File: config.mk
export PLATFORM = sky130hd
export DESIGN_NAME = display_scan_scheduler
export DESIGN_NICKNAME = d
export VERILOG_FILES = /design/src/rtl/display_scan_scheduler.sv
export SDC_FILE = /design/constraint.sdc
export NUM_CORES = 1
export LEC_CHECK = 0
export ABC_AREA = 1
export CAP_MARGIN = 40
export CELL_PAD_IN_SITES_DETAIL_PLACEMENT = 1
export CELL_PAD_IN_SITES_GLOBAL_PLACEMENT = 1
export CORE_AREA = 2 2 132 70
export DETAILED_ROUTE_END_ITERATION = 10
export DIE_AREA = 0 0 134 72
export GPL_ROUTABILITY_DRIVEN = 0
export PLACE_DENSITY_LB_ADDON = 0.1
export SLEW_MARGIN = 20
export SYNTH_ARGS = -nofsm -noshare
export SYNTH_HDL_FRONTEND = slang
export SYNTH_SLANG_ARGS = --single-unit
File: constraint.sdc
create_clock -name clk -period 2.3 [get_ports clk]
set_clock_uncertainty 0.05 [all_clocks]
set_input_delay 0.23 -clock clk [delete_from_list [all_inputs] [get_ports clk]]
set_output_delay 0.23 -clock clk [all_outputs]
set_load 0.03 [all_outputs]
File: src/rtl/display_scan_scheduler.sv
// display_scan_scheduler: 4-digit multiplexed 7-segment scanner with blanking gaps and frame-synchronous value update.
module display_scan_scheduler #(
  parameter int CLK_DIV = 100000,
  parameter int BLANK_CYCLES = 1000,
  parameter int CNT_W = 17
) (
  input  logic        clk,
  input  logic        rst,
  input  logic [15:0] data_in,
  input  logic        data_valid,
  output logic        data_ready,
  input  logic [3:0]  digit_en,
  output logic [6:0]  seg,
  output logic [3:0]  an,
  output logic        frame_done
);
  typedef enum logic {SHOW, BLANK} state_t;
  localparam logic [CNT_W-1:0] SHOW_LAST = CNT_W'(CLK_DIV - 1);
  localparam logic [CNT_W-1:0] BLANK_LAST = CNT_W'(BLANK_CYCLES - 1);
  state_t state, state_n;
  logic [1:0] digit, digit_n;
  logic [CNT_W-1:0] cnt, cnt_n;
  logic [15:0] active, pending;
  logic flag, show_end, blank_end, xfer, lit;
  logic [3:0] nib;
  logic [6:0] dec;
  always_comb begin
    show_end = state == SHOW && cnt == SHOW_LAST;
    blank_end = state == BLANK && cnt == BLANK_LAST;
    state_n = state;
    cnt_n = cnt + 1'b1;
    digit_n = digit;
    if (show_end) begin
      cnt_n = '0;
      if (BLANK_CYCLES > 0) state_n = BLANK;
      else digit_n = digit + 1'b1;
    end
    if (blank_end) begin
      cnt_n = '0;
      state_n = SHOW;
      digit_n = digit + 1'b1;
    end
    frame_done = digit == 2'd3 && (BLANK_CYCLES > 0 ? blank_end : show_end);
    data_ready = !flag;
    xfer = data_valid && !flag;
    nib = active[{digit, 2'b00} +: 4];
    lit = state == SHOW && digit_en[digit];
  end
  always_comb begin
    case (nib)
      4'h0: dec = 7'h40;
      4'h1: dec = 7'h79;
      4'h2: dec = 7'h24;
      4'h3: dec = 7'h30;
      4'h4: dec = 7'h19;
      4'h5: dec = 7'h12;
      4'h6: dec = 7'h02;
      4'h7: dec = 7'h78;
      4'h8: dec = 7'h00;
      4'h9: dec = 7'h10;
      4'hA: dec = 7'h08;
      4'hB: dec = 7'h03;
      4'hC: dec = 7'h46;
      4'hD: dec = 7'h21;
      4'hE: dec = 7'h06;
      default: dec = 7'h0E;
    endcase
  end
  // A word accepted on the boundary cycle lands in pending and waits a full frame.
  always_ff @(posedge clk or posedge rst) begin
    if (rst) begin
      state <= SHOW;
      digit <= '0;
      cnt <= '0;
      active <= '0;
      pending <= '0;
      flag <= 1'b0;
      seg <= 7'h7F;
      an <= 4'hF;
    end else begin
      state <= state_n;
      digit <= digit_n;
      cnt <= cnt_n;
      seg <= lit ? dec : 7'h7F;
      an <= lit ? ~(4'b0001 << digit) : 4'hF;
      if (xfer) begin
        pending <= data_in;
        flag <= 1'b1;
      end else if (frame_done) flag <= 1'b0;
      if (frame_done && flag) active <= pending;
    end
  end
endmodule

==> results.md <==
* Met2 Track Usage GR at 26.67%
* Fmax at about 470 MHz
* Worst vdd ir at 0.0003342 V
* Post-route clock period utilization at ~92%
* Max Cap Viol at 0
* Vias in the first global route at 2738
* Diodes inserted at 0
* H-tree Lvls at 3
* Synth unique cells at 26
* PnR Total Power at 2892 µW
* Post-synthesis adder-cell area fraction at 4.186%
* Leak pwr at 0.001949 µW
* Initial core utilization at a little under 40%
* Die Width at between 100 and 150 µm
* Final Hold Fails at 0
* Pins Over Slew Limit at 0
* Synth Area in Simple Gates at 31.05%
* Mean area per synthesized cell at 8.722 µm²
* Detailed placement HPWL at 6.495 mm
* XOR/XNOR share of the synthesized area at 1.865%
* Arr. time, crit path at 1840 ps
* Fillers at 997
* Status: completed
* First-pass GRT wire length at 14.77 mm
* Remaining antenna violation count at 0
* Finished Core Util at 48.49%
* Required time worst endpoint at 2020 ps
* Setup Fix Bufs, Post-CTS at 0
* Die Area at 9648 µm²
* Hold buffer count at CTS at 0
* #FFs+latches synth at 64
* Worst Path Max Fanout at 6
* Most frequent cells in the layout: nand2_1, dfrtp_1, nor2_1
* Drt pass-1 iters at 4
* CTS buffer count at 9
* Busiest layer in global routing: met1
* M3 GR Usage at 4.962%
* Worst-Skew Late Latency at 340 ps
* Worst-path clk slew at 60 ps
* DR DRC count at 0
* Crit-path max cell delay at 370 ps
* Met1 usage at 31.87%
* Worst Hold Class: input pin to asynchronous set/reset pin
* Critical setup path kind: flop to output pin
* Setup TNS at 0 ps
* Post-place setup slack at around 320 ps
* NumNets Final at about 450
* Core box area at about 8400 µm²
* Post-DR vias/cell at 4.969
* Rel. slew slack at 69.92%
* Syn Inst Count at between 300 and 400
* I/O pin total at 36
* Final WS setup at 179.3 ps
* Mux cell area share after synthesis at 5.479%
* PortBufs at 35
* Commonest non-fill, non-tap cell in the layout: nand2_1
* Synthesized Nets at just over 400
* Post-Syn Area at between 3000 and 4000 µm²
* Clock sinks at 64
* Layout cells sized above 1 at 16.31%
* Slowest CP cell: dfrtp_1
* Clk buf depth at 2
* Row count at 24
* Setup violators final at 0
* Worst setup startpoint: cnt[0]
* Sequential share of the synthesized area at 49.12%
* Initial antenna violation count at 0
* Final min period at about 2100 ps
* Worst Tran Pin Value at 450.2 ps
* Final WL at 8.849 mm
* Via count at 2683
* Overall routing resource usage at 20.08%
* 1st-iter DRT viols at 174
* Layout Area Growth over Synthesis at 24.43%
* Total number of yosys warnings at 0
* CTS tree: done
* Die height at 72 µm
* Cell Pwr Density at 707.0 nW/µm²
* Post-synthesis compound-gate area fraction at 1.903%
* Clock root buffer: clkbuf_16
* Startpoint Class: flop
* RR Startpoint: digit[0]
* RSZ-0062 raised after global routing: false
* Routed wire per std cell at ~16 µm
* Largest family of logic cells by synthesized area: simple AND/OR/NAND/NOR gates
* Largest net degree at the start of global routing at 51
* Total gr overflow at 0
* CP dominant cell by count: nand2_1
* Crit end category: output pin
* Critical Path, Cell by Cell: ha_1 -> nand2_1 -> nor3_2 -> nand2_1 -> nor2_1 -> buf_4
==> Yosys cell counts <==
cell      count  area, µm²
a21oi_1       4      20.02
buf_2         4      20.02
buf_6         5      56.30
clkbuf_8      1      13.76
dfrtp_1      53       1326
dfstp_2      11      289.0
ha_1         11      137.6
inv_1        28      105.1
inv_2         4      15.01
mux2_2       16      180.2
nand2_1     109      409.1
nand2_2       4      25.02
nand3_1      30      150.1
nand3_2       1      10.01
nand3b_1      1      7.510
nand4_1      21      131.4
nand4_4       1      21.27
nor2_1       42      157.7
nor2_2        4      25.02
nor2_4        3      33.78
nor3_1        8      40.04
nor3_2        1      10.01
o211ai_1      1      7.510
o21ai_0       6      30.03
o21ai_1       1      5.000
xor2_1        7      61.31
==> logic make-up after synthesis <==
family	count (synthesis)
AO/OA/AOI/OAI	12
XOR/XNOR	7
adder cells (fa/ha/maj)	11
buffers and inverters	42
flip-flops	64
multiplexers	16
AND/OR/NAND/NOR	225
==> worst paths after layout <==
| check | to | slack (ps) | depth (start not counted) |
|---|---|---|---|
| max in group asynchronous | seg[1] | 1410 | 3 |
| setup reg to reg | seg[6] | 310 | 10 |
| min in group clk | cnt[0] | 420 | 1 |
| setup / recovery | frame_done | 180 | 6 |
| hold / removal | cnt[14] | 150 | 2 |
| hold reg to reg | cnt[0] | 420 | 1 |
==> cell type report <==
class / count / area, µm² / area share (%)
well taps: 117 / 146.4 / 3.578
repair buffers: 40 / 397.9 / 9.725
multi-input cells: 271 / 1463 / 35.75
clock inverters: 7 / 120.1 / 2.936
flip-flops and latches: 64 / 1615 / 39.48
clock buffers: 9 / 225.2 / 5.505
inverters: 32 / 123.9 / 3.028
==> power by group <==
part           internal (µW)  switching [µW]  total, µW
Combinational           66.8            57.4        124
Sequential              1160            16.7       1180
Clock                   1060             530       1590
Total                   2290             604       2890
==> per-layer routing <==
layer,vias up,share of wire [%]
met4,0,0.97
li1,1305,-
met1,1307,56
met2,63,38
met3,8,5.0
met5,-,0
==> through the flow <==
stage / hold slack, ps / area (µm²) / cells
2_1_floorplan: 330.6 / 3288 / 377
3_3_place_gp: 399.3 / 3742 / 524
3_5_place_dp: 414.9 / 3742 / 524
4_1_cts: 159.1 / 4088 / 540
5_1_grt: 197.0 / 4091 / 540
6_report: 154.3 / 4091 / 540
==> state kept, by name, indices dropped and copies added (netlist names) <==
| register | flops |
|---|---|
| digit | 2 |
| seg | 7 |
| active | 16 |
| pending | 16 |
| cnt | 17 |
| flag | 1 |
| state | 1 |
| an | 4 |
==> critical path: cells and delay by family, from the launching register on <==
family                     cells  cell delay, ps
and+or+nand+nor                4             770
DFF                            1             370
adders and majority gates      1             180
buffers and inverters          1             180
==> timing repair <==
action | 4_1_cts | 5_1_grt
hold endpoints to repair | 0 | 0
setup endpoints to repair | 0 | 1
resized for setup | 0 | 1
Power figures use the tool's default switching activity.
